$ cat src/rtl/peri_led_ctrl.sv
// rtl/peri_led_ctrl.sv - Wishbone LED/debug peripheral: static, blink, PWM or off per channel.
module peri_led_ctrl #(
  parameter int         CHANNELS      = 8,
  parameter int         PRESC_W       = 16,
  parameter logic [7:0] RESET_PATTERN = 8'hDB
) (
  input  logic                clk_i,
  input  logic                rst_ni,
  input  logic                wb_we_i,
  input  logic [3:0]          wb_adr_i,
  input  logic [7:0]          wb_dat_i,
  input  logic                wb_stb_i,
  output logic [7:0]          wb_dat_o,
  output logic                wb_ack_o,
  output logic [CHANNELS-1:0] led_o
);

  // Registers are held at full byte width; masks keep unimplemented bits at zero.
  localparam logic [7:0]  CH_MASK    = 8'((16'd1 << CHANNELS) - 16'd1);
  localparam logic [15:0] MODE_MASK  = 16'((32'd1 << (2 * CHANNELS)) - 32'd1);
  localparam logic [15:0] PRESC_MASK = 16'((32'd1 << PRESC_W) - 32'd1);

  localparam logic [1:0] MODE_STATIC = 2'b00;
  localparam logic [1:0] MODE_BLINK  = 2'b01;
  localparam logic [1:0] MODE_PWM    = 2'b10;

  logic [7:0]  level;
  logic [15:0] mode;
  logic [7:0]  duty [8];
  logic [7:0]  blink_div;
  logic [15:0] presc;

  logic [15:0] presc_cnt;
  logic [7:0]  pwm_cnt;
  logic [7:0]  blink_cnt;
  logic        blink_phase;

  logic                acc;
  logic                wr;
  logic                tick;
  logic                presc_wr;
  logic                blink_wr;
  logic                duty_sel;
  logic [7:0]          rd_data;
  logic [CHANNELS-1:0] led_next;

  assign acc      = wb_stb_i & ~wb_ack_o;
  assign wr       = acc & wb_we_i;
  assign tick     = (presc_cnt == presc);
  assign presc_wr = wr & ((wb_adr_i == 4'h4) | (wb_adr_i == 4'h5));
  assign blink_wr = wr & (wb_adr_i == 4'h3);
  assign duty_sel = wb_adr_i[3] && (int'(wb_adr_i[2:0]) < CHANNELS);

  always_comb begin
    rd_data = '0;
    case (wb_adr_i)
      4'h0: rd_data = level;
      4'h1: rd_data = mode[7:0];
      4'h2: rd_data = mode[15:8];
      4'h3: rd_data = blink_div;
      4'h4: rd_data = presc[7:0];
      4'h5: rd_data = presc[15:8];
      4'h6: rd_data[CHANNELS-1:0] = led_o;
      default: if (duty_sel) rd_data = duty[wb_adr_i[2:0]];
    endcase
  end

  always_ff @(posedge clk_i or negedge rst_ni) begin
    if (!rst_ni) begin
      wb_ack_o  <= 1'b0;
      wb_dat_o  <= 8'h00;
      level     <= RESET_PATTERN & CH_MASK;
      mode      <= '0;
      blink_div <= 8'h00;
      presc     <= '0;
      for (int i = 0; i < 8; i++) duty[i] <= 8'h80;
    end else begin
      wb_ack_o <= acc;
      wb_dat_o <= acc ? rd_data : 8'h00;
      if (wr) begin
        case (wb_adr_i)
          4'h0: level       <= wb_dat_i & CH_MASK;
          4'h1: mode[7:0]   <= wb_dat_i & MODE_MASK[7:0];
          4'h2: mode[15:8]  <= wb_dat_i & MODE_MASK[15:8];
          4'h3: blink_div   <= wb_dat_i;
          4'h4: presc[7:0]  <= wb_dat_i & PRESC_MASK[7:0];
          4'h5: presc[15:8] <= wb_dat_i & PRESC_MASK[15:8];
          default: if (duty_sel) duty[wb_adr_i[2:0]] <= wb_dat_i;
        endcase
      end
    end
  end

  // A register write clearing a counter wins over that counter's tick increment.
  always_ff @(posedge clk_i or negedge rst_ni) begin
    if (!rst_ni) begin
      presc_cnt   <= '0;
      pwm_cnt     <= 8'h00;
      blink_cnt   <= 8'h00;
      blink_phase <= 1'b0;
    end else begin
      if (presc_wr || tick) presc_cnt <= '0;
      else                  presc_cnt <= presc_cnt + 16'd1;
      if (tick) pwm_cnt <= pwm_cnt + 8'd1;
      if (blink_wr)  blink_cnt <= 8'h00;
      else if (tick) blink_cnt <= (blink_cnt == blink_div) ? 8'h00 : blink_cnt + 8'd1;
      if (tick && (blink_cnt == blink_div)) blink_phase <= ~blink_phase;
    end
  end

  always_comb begin
    led_next = '0;
    for (int i = 0; i < CHANNELS; i++) begin
      case (mode[2*i +: 2])
        MODE_STATIC: led_next[i] = level[i];
        MODE_BLINK:  led_next[i] = level[i] & blink_phase;
        MODE_PWM:    led_next[i] = (pwm_cnt < duty[i]) || (duty[i] == 8'hFF);
        default:     led_next[i] = 1'b0;
      endcase
    end
  end

  always_ff @(posedge clk_i or negedge rst_ni) begin
    if (!rst_ni) led_o <= RESET_PATTERN[CHANNELS-1:0];
    else         led_o <= led_next;
  end

endmodule

$ cat config.mk
export PLATFORM = sky130hd
export DESIGN_NAME = peri_led_ctrl
export DESIGN_NICKNAME = d
export VERILOG_FILES = /design/src/rtl/peri_led_ctrl.sv
export SDC_FILE = /design/constraint.sdc
export NUM_CORES = 1
export LEC_CHECK = 0
export BUFFER_PORTS_ARGS = -buffer_cell sky130_fd_sc_hd__buf_2
export CAP_MARGIN = 20
export CELL_PAD_IN_SITES_DETAIL_PLACEMENT = 1
export CELL_PAD_IN_SITES_GLOBAL_PLACEMENT = 2
export CORE_MARGIN = 5
export CORE_UTILIZATION = 34
export DETAILED_ROUTE_END_ITERATION = 6
export GPL_ROUTABILITY_DRIVEN = 0
export PLACE_DENSITY_LB_ADDON = 0.08
export SETUP_SLACK_MARGIN = 0.05
export SLEW_MARGIN = 10
export SYNTH_ARGS = -nofsm -noshare
export SYNTH_HDL_FRONTEND = slang
export SYNTH_SLANG_ARGS = --single-unit
$ cat constraint.sdc
create_clock -name clk_i -period 2.7 [get_ports clk_i]
set_clock_uncertainty 0.15 [all_clocks]
set_input_delay 0.135 -clock clk_i [delete_from_list [all_inputs] [get_ports clk_i]]
set_output_delay 0.135 -clock clk_i [all_outputs]
set_load 0.05 [all_outputs]
Word level (Yosys, flattened, before mapping). Index checks and enable logic that the tools add are counted.

Bits in registers: 162. Input bits: 16. Output and inout port bits: 17. Logic and storage cells: 133.

Add/subtract/negate cells: 3. $lt $le $gt $ge: 10. Equal/unequal tests: 32. Multiplexer cells: 21. Bitwise gates (word level): 17. Reduce and logical (&&, ||, !) cells: 29.

Operators with widths (count): $bwmux 64 (1); $eq 8x8->1 const B (8); $lt 8x8->1 (8); $mux 8 (8); $pmux 8 s7 (1); $bmux 8 s3 (1); $demux 8 s3 (1); $pmux 1 s3 (8); $add 16x1->16 const B (1); $add 8x1->8 const B (2); $eq 16x16->1 (1); $eq 2x1->1 const B (8); $eq 2x2->1 const B (8); $logic_not 2->1 (8); $mux 16 (1); $and 1x1->1 (12); $eq 4x3->1 const B (3); $reduce_and 2->1 (6); $logic_or 1x1->1 (9); $eq 4x2->1 const B (2); $eq 8x8->1 (1); $reduce_or 6->1 (1); $eq 4x1->1 const B (1); $ge 4x4->1 const B (1); other kinds (8) (11).

Depth between registers and ports, before layout. Gate-level depths: netlist of the first run.

Word-level depth: 7. Gate-level depth with buffers: 8.

Worst setup path before layout of the first run. No wires, ideal clock.

Kind: register -> register. Start: register wb_ack_o. End: register duty[40] (netlist name). Library setup time: 125 ps. Arrival: 1855 ps. Path slack: 571 ps. Stages on the path, launching flop included: 7. Buffers on the path: 1. Clock period less this slack: 2129 ps. Cell sequence: dfrtp_1 nand2b_1 buf_2 inv_2 nand4_4 nor3b_2 mux2_2.

Longest elaborated chain between the ends: 4.

RTL lines: start: declaration (line 14) `output logic wb_ack_o,`; start signal: assignment (line 70) `wb_ack_o <= 1'b0;`; start signal: assignment (line 78) `wb_ack_o <= acc;`; $not 1->1 (line 47) `assign acc = wb_stb_i & ~wb_ack_o;`; $and 1x1->1 (line 47); via acc (line 38) `logic acc;`; $and 1x1->1 (line 48) `assign wr = acc & wb_we_i;`; $reduce_and 3->1 (no line); end signal: indexed assignment (line 88) `default: if (duty_sel) duty[wb_adr_i[2:0]] <= wb_dat_i;`; end: declaration (line 29) `logic [7:0] duty [8];`.

The timed path passes the listed nets, and every way through them passes these cells. A chain may end at the register's enable or synchronous reset.

Worst setup path after layout of the first run.
Start: register wb_ack_o. End: register duty[22] (netlist name).

The elaborated chain is that of the path after synthesis.

==> summary.md, run 1 <==
| Metric | Value |
|---|---|
| Status | finished clean |
| CP Capture Type | flop |
| Measured slew at the worst slew-check pin | ~0.7 ns |
| Initial core utilization | 34.54% |
| Initial drt markers | 400 |
| Max_slew headroom | about 53% |
| CTS Buf Count | 17 |
| Seq/Total Area, Yosys | 43.70% |
| Ant. Diodes | 0 |
| # clock sinks | roughly 160 |
| Slew Limit Fails | 0 |
| Setup Viol. Count Final | 0 |
| Share of Yosys cell area claimed by the top area cell type | about two fifths |
| Crit path DAT | roughly 2.6 ns |
| Share of cells above drive strength 1 | a little over a fifth |
| Hold/Removal Path Class | in2reg |
| H-tree levels | 4 |
| Critical path required time | approximately 2.9 ns |
| Post-synthesis cell count | between 800 and 900 |
| Pwr Density | 773.5 nW/µm² |
| Initial antenna violation count | 2 |
| Die width | around 180 µm |
| Drt pass-1 iters | 6 |
| Max VDD drop | 0.3722 mV |
| Final Hold Viols | 0 |
| Fin area | approximately 11,000 µm² |
| Vert. Die Dim | roughly 180 µm |
| Largest net degree at the start of global routing | between 70 and 80 |
| Mapped Nets | roughly 960 |
| Yosys reg bits | approximately 160 |
| Internal power | 0.005426 W |
| Max Clk Rate | about 0.40 GHz |
| Most frequent cell after synthesis | dfrtp_1 |
| Reg clk slew, reported paths | about 0.060 ns |
| Setup TNS | 0 ns |
| Post-DRT Antenna Nets | 0 |
| NetSw | between 0.002 and 0.003 W |
| Post-synth ARST share | 100.0% |
| Root Driver | clkbuf_16 |
| Logic pwr share | roughly 22% |
| YS warnings | 0 |
| # IOs | 33 |
| Clock power share | 33.7% |
| Post-synth top flop | dfrtp_1 |
| Worst skew pair latency | 0.43 ns |
| PortBufs | 32 |
| Post-DP Area | about 10000 µm² |
| Sw frac | between 30% and 40% |
| # Max-Cap Violations | 0 |
| Tmin final | between 2 and 2.5 ns |
| # nets final | between 900 and 1,000 |
| Total gr overflow | 0 |
| Area delta synth->final | 12.90% |
| Routed WL | between 30,000 and 40,000 µm |
| First-pass GRT wire length | just under 50,000 µm |
| Area leader, netlist | dfrtp_1 |
| Commonest cells post-synth | dfrtp_1, nand2_1, mux2_2 |
| Period utilization | around nine tenths |
| Total GRT Usage | a little over a fifth |
| Ranking of synthesized cells by area | dfrtp_1, mux2_2, ha_1, dfstp_2, nand2_1 |
| Seq pwr share | about 44% |
| CTS tree | built |
| Post-synth EDFFs | 0 |
| Kind of critical path | reg2reg |
| CTS Buffer Depth | 2 |
| CTS resizes | 0 |
| Drc violations | 0 |
| Die ar. | 30,870 µm² |
| Leakage | between 4 and 5 nW |
| Core Footprint | between 20,000 and 30,000 µm² |
| Syn avg cell area | around 11 µm² |
| WL per Instance | between 20 and 30 µm |
| # rows | 60 |
| RSZ-0062 raised after global routing | no |
| Crit-path max FO | 10 |
| Crit path launch type | flop |
| Post-synth cell types | 63 |
| DR vias | a little over 7,000 |
| Mapped cell area | between 9000 and 10,000 µm² |
| Vias in the first global route | roughly 7,600 |
| Vias per cell | around 5.6 |
| Hpwl dp | 23,390 µm |
[stage by stage]
| step | power (W) | instances | setup WS, ns | hold WS, ns | util [%] |
|---|---|---|---|---|---|
| 6_report | 0.008151 | 1273 | 0.2230 | 0.01849 | 38.99 |
| 4_1_cts | 0.008245 | 1273 | 0.2762 | 0.01079 | 38.99 |
| 3_5_place_dp | 0.005448 | 1240 | 0.3133 | 0.06816 | 36.48 |
| 5_1_grt | 0.008586 | 1273 | 0.1889 | 0.03318 | 38.99 |
| 3_3_place_gp | 0.005381 | 1240 | 0.3113 | 0.06243 | 36.48 |
| 2_1_floorplan | 0.004671 | 888 | 0.5706 | -0.3106 | - |
[what timing repair did]
item	CTS	global route
hold buffers	2	0
hold endpoints to repair	65	0
buffers inserted	0	0
[critical path, stage by stage, from the launching register on]
cell	delay [ns]
dfrtp_1	0.37
nand2b_1	0.36
inv_2	0.35
nand3_1	0.15
nor2_2	0.22
nand2_1	0.36
mux2_2	0.39
[final cells by class]
cell class                 count  area [µm²]
sequential                   162        4079
timing repair buffer          54       361.6
tap                          341       426.7
fill                        2979       16490
multi-input combinational    623        4780
clock buffer                  19       452.9
inverter                      62       232.7
clock inverter                12       205.2
[cells in the final DEF, fill, tap and decap left out, drive strengths merged, types with 3 or more instances in the layout]
master	n
nand4	29
ha	59
xor2	16
a221oi	9
buf	52
nand2	100
o21ai	49
mux2i	12
a22oi	6
o221ai	8
xnor2	30
dfrtp	142
clkinv	4
a41oi	7
nor2b	17
nor3b	4
mux4	16
nand2b	11
nand3	26
and3	8
and4	3
clkbuf	19
mux2	70
nor4	3
inv	63
dfstp	20
a21o	10
a211oi	15
nor2	44
a21boi	6
a21oi	13
a222oi	3
nor3	28
bufinv	5
[worst paths after layout]
| check | start | end | slack [ns] | cells past startpoint |
|---|---|---|---|---|
| setup / recovery | wb_ack_o | duty[22] | 0.22 | 6 |
| hold / removal | wb_dat_i[0] | blink_div[0] | 0.02 | 3 |
| setup reg to reg | wb_ack_o | duty[22] | 0.22 | 6 |
| hold reg to reg | duty[47] | duty[47] | 0.39 | 2 |
| max in group asynchronous | rst_ni | level[0] | 1.47 | 3 |
| min in group asynchronous | rst_ni | duty[57] | 0.15 | 2 |
[state kept, by name, indices dropped and copies added (netlist names)]
name         flops
level            8
blink_div        8
pwm_cnt          8
mode            16
presc_cnt       16
presc           16
blink_phase      1
blink_cnt        8
duty            64
wb_ack_o         1
led_o            8
wb_dat_o         8
[kinds of logic after synthesis]
kind of cell    count (synthesis)  share of synthesized area, %
buf+inv                       103                         5.094
flops                         162                         43.70
simple gates                  284                         15.66
xor+xnor                       46                         4.316
fa+ha+maj                      59                         7.909
mux                            98                         13.59
compound gates                136                         9.732
[metal layers]
layer / vias to the layer above / share of wire (%) / GRT usage [%]
met5: - / 0 / 0
met3: 19 / 3.8 / 3.530
li1: 3238 / - / -
met4: 0 / 1.1 / 4.256
met2: 151 / 46 / 33.52
met1: 3702 / 49 / 30.95
[power groups by stage]
stage | Clock [W] | Sequential (W) | Combinational, W
floorplan | 0 | 0.00348 | 0.00119
global placement | 0 | 0.00362 | 0.00176
detailed placement | 0 | 0.00364 | 0.00181
CTS | 0.00282 | 0.00360 | 0.00183
global route | 0.00292 | 0.00366 | 0.00201
finish | 0.00275 | 0.00360 | 0.00180
(Power assumes the default switching activity.)
==> run 2, diff against run 1 <==
Settings changed: CORE_MARGIN 5 to 8, CTS_BUF_LIST from default to sky130_fd_sc_hd__clkbuf_8 sky130_fd_sc_hd__clkbuf_16.
==> summary.md, run 2 (synthesis gave the netlist of run 1 again) <==
| Metric | Value |
|---|---|
| Reg clk slew, reported paths | 0.06 ns (about the same) |
| Worst skew pair latency | 0.43 ns (about the same) |
| NetSw | 0.002747 W (was 0.002725 W) |
| Critical path's top delay family | simple AND/OR/NAND/NOR gates (unchanged) |
| Share of cells above drive strength 1 | 22.32% (was 22.00%) |
| First-pass GRT wire length | 50,200 µm (was 48,790 µm) |
| # nets final | 1,003 (was 995) |
| CTS tree | built (unchanged) |
| Leakage | 4.801 nW (was 4.790 nW) |
| CP Capture Type | flop (unchanged) |
| Final Hold Viols | 0 (unchanged) |
| Area delta synth->final | 12.72% (was 12.90%) |
| # Max-Cap Violations | 0 (unchanged) |
| Setup Viol. Count Final | 0 (unchanged) |
| Vert. Die Dim | 181.7 µm (was 175.7 µm) |
| Tmin final | 2.299 ns (was 2.477 ns) |
| Die ar. | 33,010 µm² (was 30,870 µm²) |
| Largest Register | duty (unchanged) |
| Root Driver | clkbuf_16 (unchanged) |
| Initial drt markers | 646 (was 400) |
| Vias per cell | 5.571 (was 5.585) |
| Routed WL | 32,700 µm (was 32,080 µm) |
| Period utilization | 85.17% (was 91.74%) |
| Seq pwr share | 45.8% (was 44.2%) |
| Fillers | 3,018 (was 2,979) |
| Largest net degree at the start of global routing | 63 (was 72) |
| Kind of critical path | reg2reg (unchanged) |
| Largest register FFs | 64 (unchanged) |
| Post-DRT Antenna Nets | 0 (unchanged) |
| # clock sinks | 162 (unchanged) |
| Initial antenna violation count | 0 (was 2) |
| # IOs | 33 (unchanged) |
| # rows | 60 (unchanged) |
| Clock power share | 31.2% (was 33.7%) |
| Vias in the first global route | 7,693 (was 7,565) |
| Core Footprint | 26,950 µm² (was 27,030 µm²) |
| Logic pwr share | 22.9% (was 22.1%) |
| RSZ-0062 raised after global routing | no (unchanged) |
| Crit-path max FO | 10 (unchanged) |
| Crit path max-delay cell type | dfrtp_1 (was mux2_2) |
| Max VDD drop | 0.3929 mV (was 0.3722 mV) |
| Total GRT Usage | 20.30% (was 21.23%) |
| Hold/Removal Path Class | in2reg (unchanged) |
| Max Clk Rate | 0.4349 GHz (was 0.4037 GHz) |
| Internal power | 0.005151 W (was 0.005426 W) |
| Setup TNS | 0 ns (unchanged) |
| Die width | 181.7 µm (was 175.7 µm) |
| Drc violations | 0 (unchanged) |
| WL per Instance | 25.51 µm (was 25.20 µm) |
| Crit path cell chain | nand2b_1 -> inv_2 -> nand3_1 -> nor2_2 -> nand2_1 -> mux2_2 (unchanged) |
| Max_slew headroom | 46.13% (was 52.57%) |
| Hpwl dp | 23,790 µm (was 23,390 µm) |
| PortBufs | 32 (unchanged) |
| Drt pass-1 iters | 5 (was 6) |
| CTS Buf Count | 17 (unchanged) |
| Measured slew at the worst slew-check pin | 0.8080 ns (was 0.7115 ns) |
| Setup bufs post-CTS | 0 (unchanged) |
| Crit path DAT | 2.46 ns (was 2.64 ns) |
| Register Area | 4079 µm² (unchanged) |
| Slowest stage delay, CP | 0.39 ns (about the same) |
| DR vias | 7,142 (was 7,110) |
| Status | finished clean (unchanged) |
| Most common cell after layout, fill and taps aside | dfrtp_1 (unchanged) |
| Total gr overflow | 0 (unchanged) |
| Initial core utilization | 34.63% (was 34.54%) |
| Crit path launch type | flop (unchanged) |
| Ant. Diodes | 0 (unchanged) |
| Slew Limit Fails | 0 (unchanged) |
| WP buf/inv | 1 (unchanged) |
| Pwr Density | 750.6 nW/µm² (was 773.5 nW/µm²) |
| CTS Buffer Depth | 2 (unchanged) |
| Most frequent cells in the layout | dfrtp_1, nand2_1, mux2_2 (unchanged) |
| Sw frac | 34.78% (was 33.44%) |
| Critical path required time | 2.86 ns (about the same) |
| Hold WS | 0.04024 ns (was 0.01849 ns) |
| Multi-input logic area | 4780 µm² (unchanged) |
| H-tree levels | 4 (unchanged) |
run 2: cell count changes in the layout (fill, tap and decap cells not counted), sizes merged:
cell / before / now
clkinv: 4 / 5
buf: 52 / 58
inv: 63 / 66
bufinv: 5 / 2
dlygate4sd3: 2 / 4
run 2: tightest hold or removal path, cell delays in order:
cell and delay, ns:
buf_2 0.27, nand2_1 0.12, nand2_1 0.04
run 2: power groups by stage:
stage	clock (W)	combinational, W	sequential, W
after detailed placement	0	0.00182	0.00365
after CTS	0.00253	0.00183	0.00362
after global placement	0	0.00174	0.00364
final	0.00247	0.00181	0.00362
after floorplan	0	0.00119	0.00348
after global routing	0.00262	0.00202	0.00368
run 2: layer usage:
| layer | global-route usage, % | wire length [µm] |
|---|---|---|
| met2 | 33.13 | 15460 |
| met3 | 4.331 | 1352 |
| met5 | 0 | 0 |
| met1 | 27.24 | 15440 |
| met4 | 4.460 | 446 |
run 2: final cells by class:
type                            count  share of cell area, %
Inverter                           62                  2.212
Clock buffer                       19                  4.305
Timing Repair Buffer               62                  3.936
Multi-Input combinational cell    623                  45.43
Tap cell                          341                  4.055
Sequential cell                   162                  38.77
Clock inverter                     13                  1.296
run 2: worst paths after layout:
| path | start | end | slack, ns | cells past startpoint |
|---|---|---|---|---|
| max | wb_ack_o | duty[20] | 0.40 | 6 |
| min | wb_dat_i[4] | blink_div[4] | 0.04 | 3 |
| max reg2reg | wb_ack_o | duty[20] | 0.40 | 6 |
| min reg2reg | presc_cnt[0] | presc_cnt[0] | 0.39 | 1 |
| max in group asynchronous | rst_ni | duty[39] | 1.32 | 3 |
| min in group asynchronous | rst_ni | duty[51] | 0.09 | 2 |
run 2: timing repair:
action	in CTS	in global routing
endpoints found under the hold margin	62	0
gates resized for setup	0	0
hold buffers	4	0
run 2: stage by stage:
step / power, W / area [µm²] / worst slack (ns) / utilization [%] / std cells
2_1_floorplan: 0.004671 / 9334 / 0.5706 / - / 888
3_3_place_gp: 0.005382 / 9892 / 0.4572 / 36.70 / 1246
3_5_place_dp: 0.005465 / 9892 / 0.4137 / 36.70 / 1246
4_1_cts: 0.007981 / 10520 / 0.4034 / 39.04 / 1282
5_1_grt: 0.008323 / 10520 / 0.2569 / 39.04 / 1282
6_report: 0.007898 / 10520 / 0.4005 / 39.04 / 1282
==> run 3, diff against run 2 <==
Clock period 2.7 ns to 1.9 ns, I/O delays scaled along.
==> summary.md, run 3 (synthesis gave the netlist of run 1 again) <==
| Metric | Value |
|---|---|
| Status | finished, violations left (was finished clean) |
| Failing checks | setup timing |
| Drt pass-1 iters | 6 (was 5) |
| # Max-Cap Violations | 0 (unchanged) |
| FF-to-FF End | pwm_cnt[1] (was duty[20]) |
| Most common cell after layout, fill and taps aside | dfrtp_1 (unchanged) |
| # clock sinks | 162 (unchanged) |
| Leakage | 5.307 nW (was 4.801 nW) |
| Max VDD drop | 0.6569 mV (was 0.3929 mV) |
| Initial core utilization | 34.63% (unchanged) |
| Post-DP Area | 10,590 µm² (was 9892 µm²) |
| CTS Buf Count | 17 (unchanged) |
| Post-DRT Antenna Nets | 0 (unchanged) |
| Measured slew at the worst slew-check pin | 0.6723 ns (was 0.8080 ns) |
| Initial drt markers | 572 (was 646) |
| Period utilization | 101.7% (was 85.17%) |
| Tmin final | 1.933 ns (was 2.299 ns) |
| Vias per cell | 5.518 (was 5.571) |
| PortBufs | 32 (unchanged) |
| Largest net degree at the start of global routing | 55 (was 63) |
| First-pass GRT wire length | 52,120 µm (was 50,200 µm) |
| Die width | 181.7 µm (unchanged) |
| Area delta synth->final | 25.31% (was 12.72%) |
| Crit path DAT | 2.10 ns (was 2.46 ns) |
| Die ar. | 33,010 µm² (unchanged) |
| # rows | 60 (unchanged) |
| Crit path launch type | flop (unchanged) |
| Largest Register | duty (unchanged) |
| Worst skew pair latency | 0.44 ns (was 0.43 ns) |
| Total GRT Usage | 21.16% (was 20.30%) |
| Slew Limit Fails | 0 (unchanged) |
| Root Driver | clkbuf_16 (unchanged) |
| Setup Viol. Count Final | 3 (was 0) |
| Worst Hold Path EP | blink_div[5] (was blink_div[4]) |
| H-tree levels | 4 (unchanged) |
| Max Clk Rate | 0.5173 GHz (was 0.4349 GHz) |
| Crit-path max FO | 12 (was 10) |
| Setup TNS | -0.06720 ns (was 0 ns) |
| Initial antenna violation count | 2 (was 0) |
| Total gr overflow | 0 (unchanged) |
| CTS tree | built (unchanged) |
| RR Startpoint | presc[7] (was wb_ack_o) |
| Final Hold Viols | 0 (unchanged) |
| Drc violations | 0 (unchanged) |
| WL per Instance | 25.30 µm (was 25.51 µm) |
| Final WS setup | -0.03293 ns (was 0.4005 ns) |
| Dpl cells | 1,312 (was 1,246) |
| Vert. Die Dim | 181.7 µm (unchanged) |
| DR vias | 7,516 (was 7,142) |
| Cell Count, Final, Fillers Out | 1,362 (was 1,282) |
| Hold path depth | 3 (unchanged) |
| HP Start | wb_dat_i[5] (was wb_dat_i[4]) |
| Fillers | 2,918 (was 3,018) |
| Vias in the first global route | 8,215 (was 7,693) |
| Kind of critical path | reg2reg (unchanged) |
| CP Capture Type | flop (unchanged) |
| Core Footprint | 26,950 µm² (unchanged) |
| Reg clk slew, reported paths | 0.07 ns (was 0.06 ns) |
| Hpwl dp | 24,680 µm (was 23,790 µm) |
| CTS Buffer Depth | 2 (unchanged) |
| Critical path required time | 2.07 ns (was 2.86 ns) |
| Max_slew headroom | 54.57% (was 46.13%) |
| Fin area | 11,700 µm² (was 10,520 µm²) |
| # IOs | 33 (unchanged) |
| Largest register FFs | 64 (unchanged) |
| RSZ-0062 raised after global routing | yes (was no) |
| # nets final | 1,082 (was 1,003) |
| Hold/Removal Path Class | in2reg (unchanged) |
| Pwr Density | 1016 nW/µm² (was 750.6 nW/µm²) |
| FF-to-FF setup slack | -0.03 ns (was 0.40 ns) |
| Reg2Reg Depth | 6 (unchanged) |
| Share of cells above drive strength 1 | 33.04% (was 22.32%) |
| Most frequent cells in the layout | dfrtp_1, nand2_1, buf_4 (was dfrtp_1, nand2_1, mux2_2) |
| Routed WL | 34,460 µm (was 32,700 µm) |
[run 3: cell types whose count changed in the layout (fill, tap and decap cells not counted), sizes merged]
cell | previous run | this run
bufinv | 2 | 3
buf | 58 | 132
diode | 0 | 1
clkinvlp | 2 | 3
dlygate4sd3 | 4 | 9
inv | 66 | 65
clkinv | 5 | 4
[run 3: area by class of cell]
type,count,area [µm²],share of cell area (%)
well taps,341,426.7,3.648
clock buffers,19,452.9,3.872
diodes,1,2.502,0.02139
clock inverters,13,147.6,1.262
multi-input cells,623,5131,43.87
inverters,62,237.7,2.033
flip-flops and latches,162,4083,34.91
repair buffers,141,1215,10.39
[run 3: report_power, final]
part,switching [W],internal [W]
logic,0.00181,0.00151
clock network,0.00147,0.00212
registers,0.000790,0.00419
total,0.00406,0.00782
[run 3: how the worst max path moves through the flow]
stage	depth (start not counted)	end	slack, ns	from
floorplan	6	duty[40]	-0.006	wb_ack_o
global placement	6	wb_dat_o[6]	-0.11	wb_adr_i[1]
detailed placement	6	wb_dat_o[6]	-0.13	wb_adr_i[1]
CTS	6	pwm_cnt[1]	-0.08	presc[1]
global route	7	pwm_cnt[6]	-0.12	presc[7]
finish	6	pwm_cnt[1]	-0.03	presc[7]
[run 3: worst max-delay path, stage by stage, from the launching register on]
cell	delay, ns
dfrtp_1	0.39
xnor2_1	0.18
nand4_1	0.17
nor4_4	0.31
buf_6	0.17
buf_12	0.14
mux2_4	0.30
[run 3: what timing repair did]
item	CTS	global route
cloned	1	0
endpoints found under the hold margin	165	0
setup endpoints to repair	53	55
pin swaps	8	18
buffers inserted	4	3
gates resized for setup	25	49
hold buffers	10	0
[run 3: metrics by stage]
stage	setup WS (ns)	total power [W]	util, %	hold slack, ns
floorplan	-0.005993	0.006659	-	-0.3506
finish	-0.03293	0.01188	43.40	0.01543
global route	-0.1159	0.01249	43.39	0.02960
detailed placement	-0.1343	0.008122	39.28	-0.1279
global placement	-0.1078	0.008009	39.28	-0.1287
CTS	-0.08044	0.01183	42.43	0.007943
[run 3: metal layers]
layer	GRT usage (%)	routed length [µm]	vias up	part of all wire [%]
met5	0	0	-	0
met3	4.132	1385	41	4.0
li1	-	-	3401	-
met2	34.11	16420	160	48
met1	28.64	16080	3914	47
met4	5.510	581	0	1.7
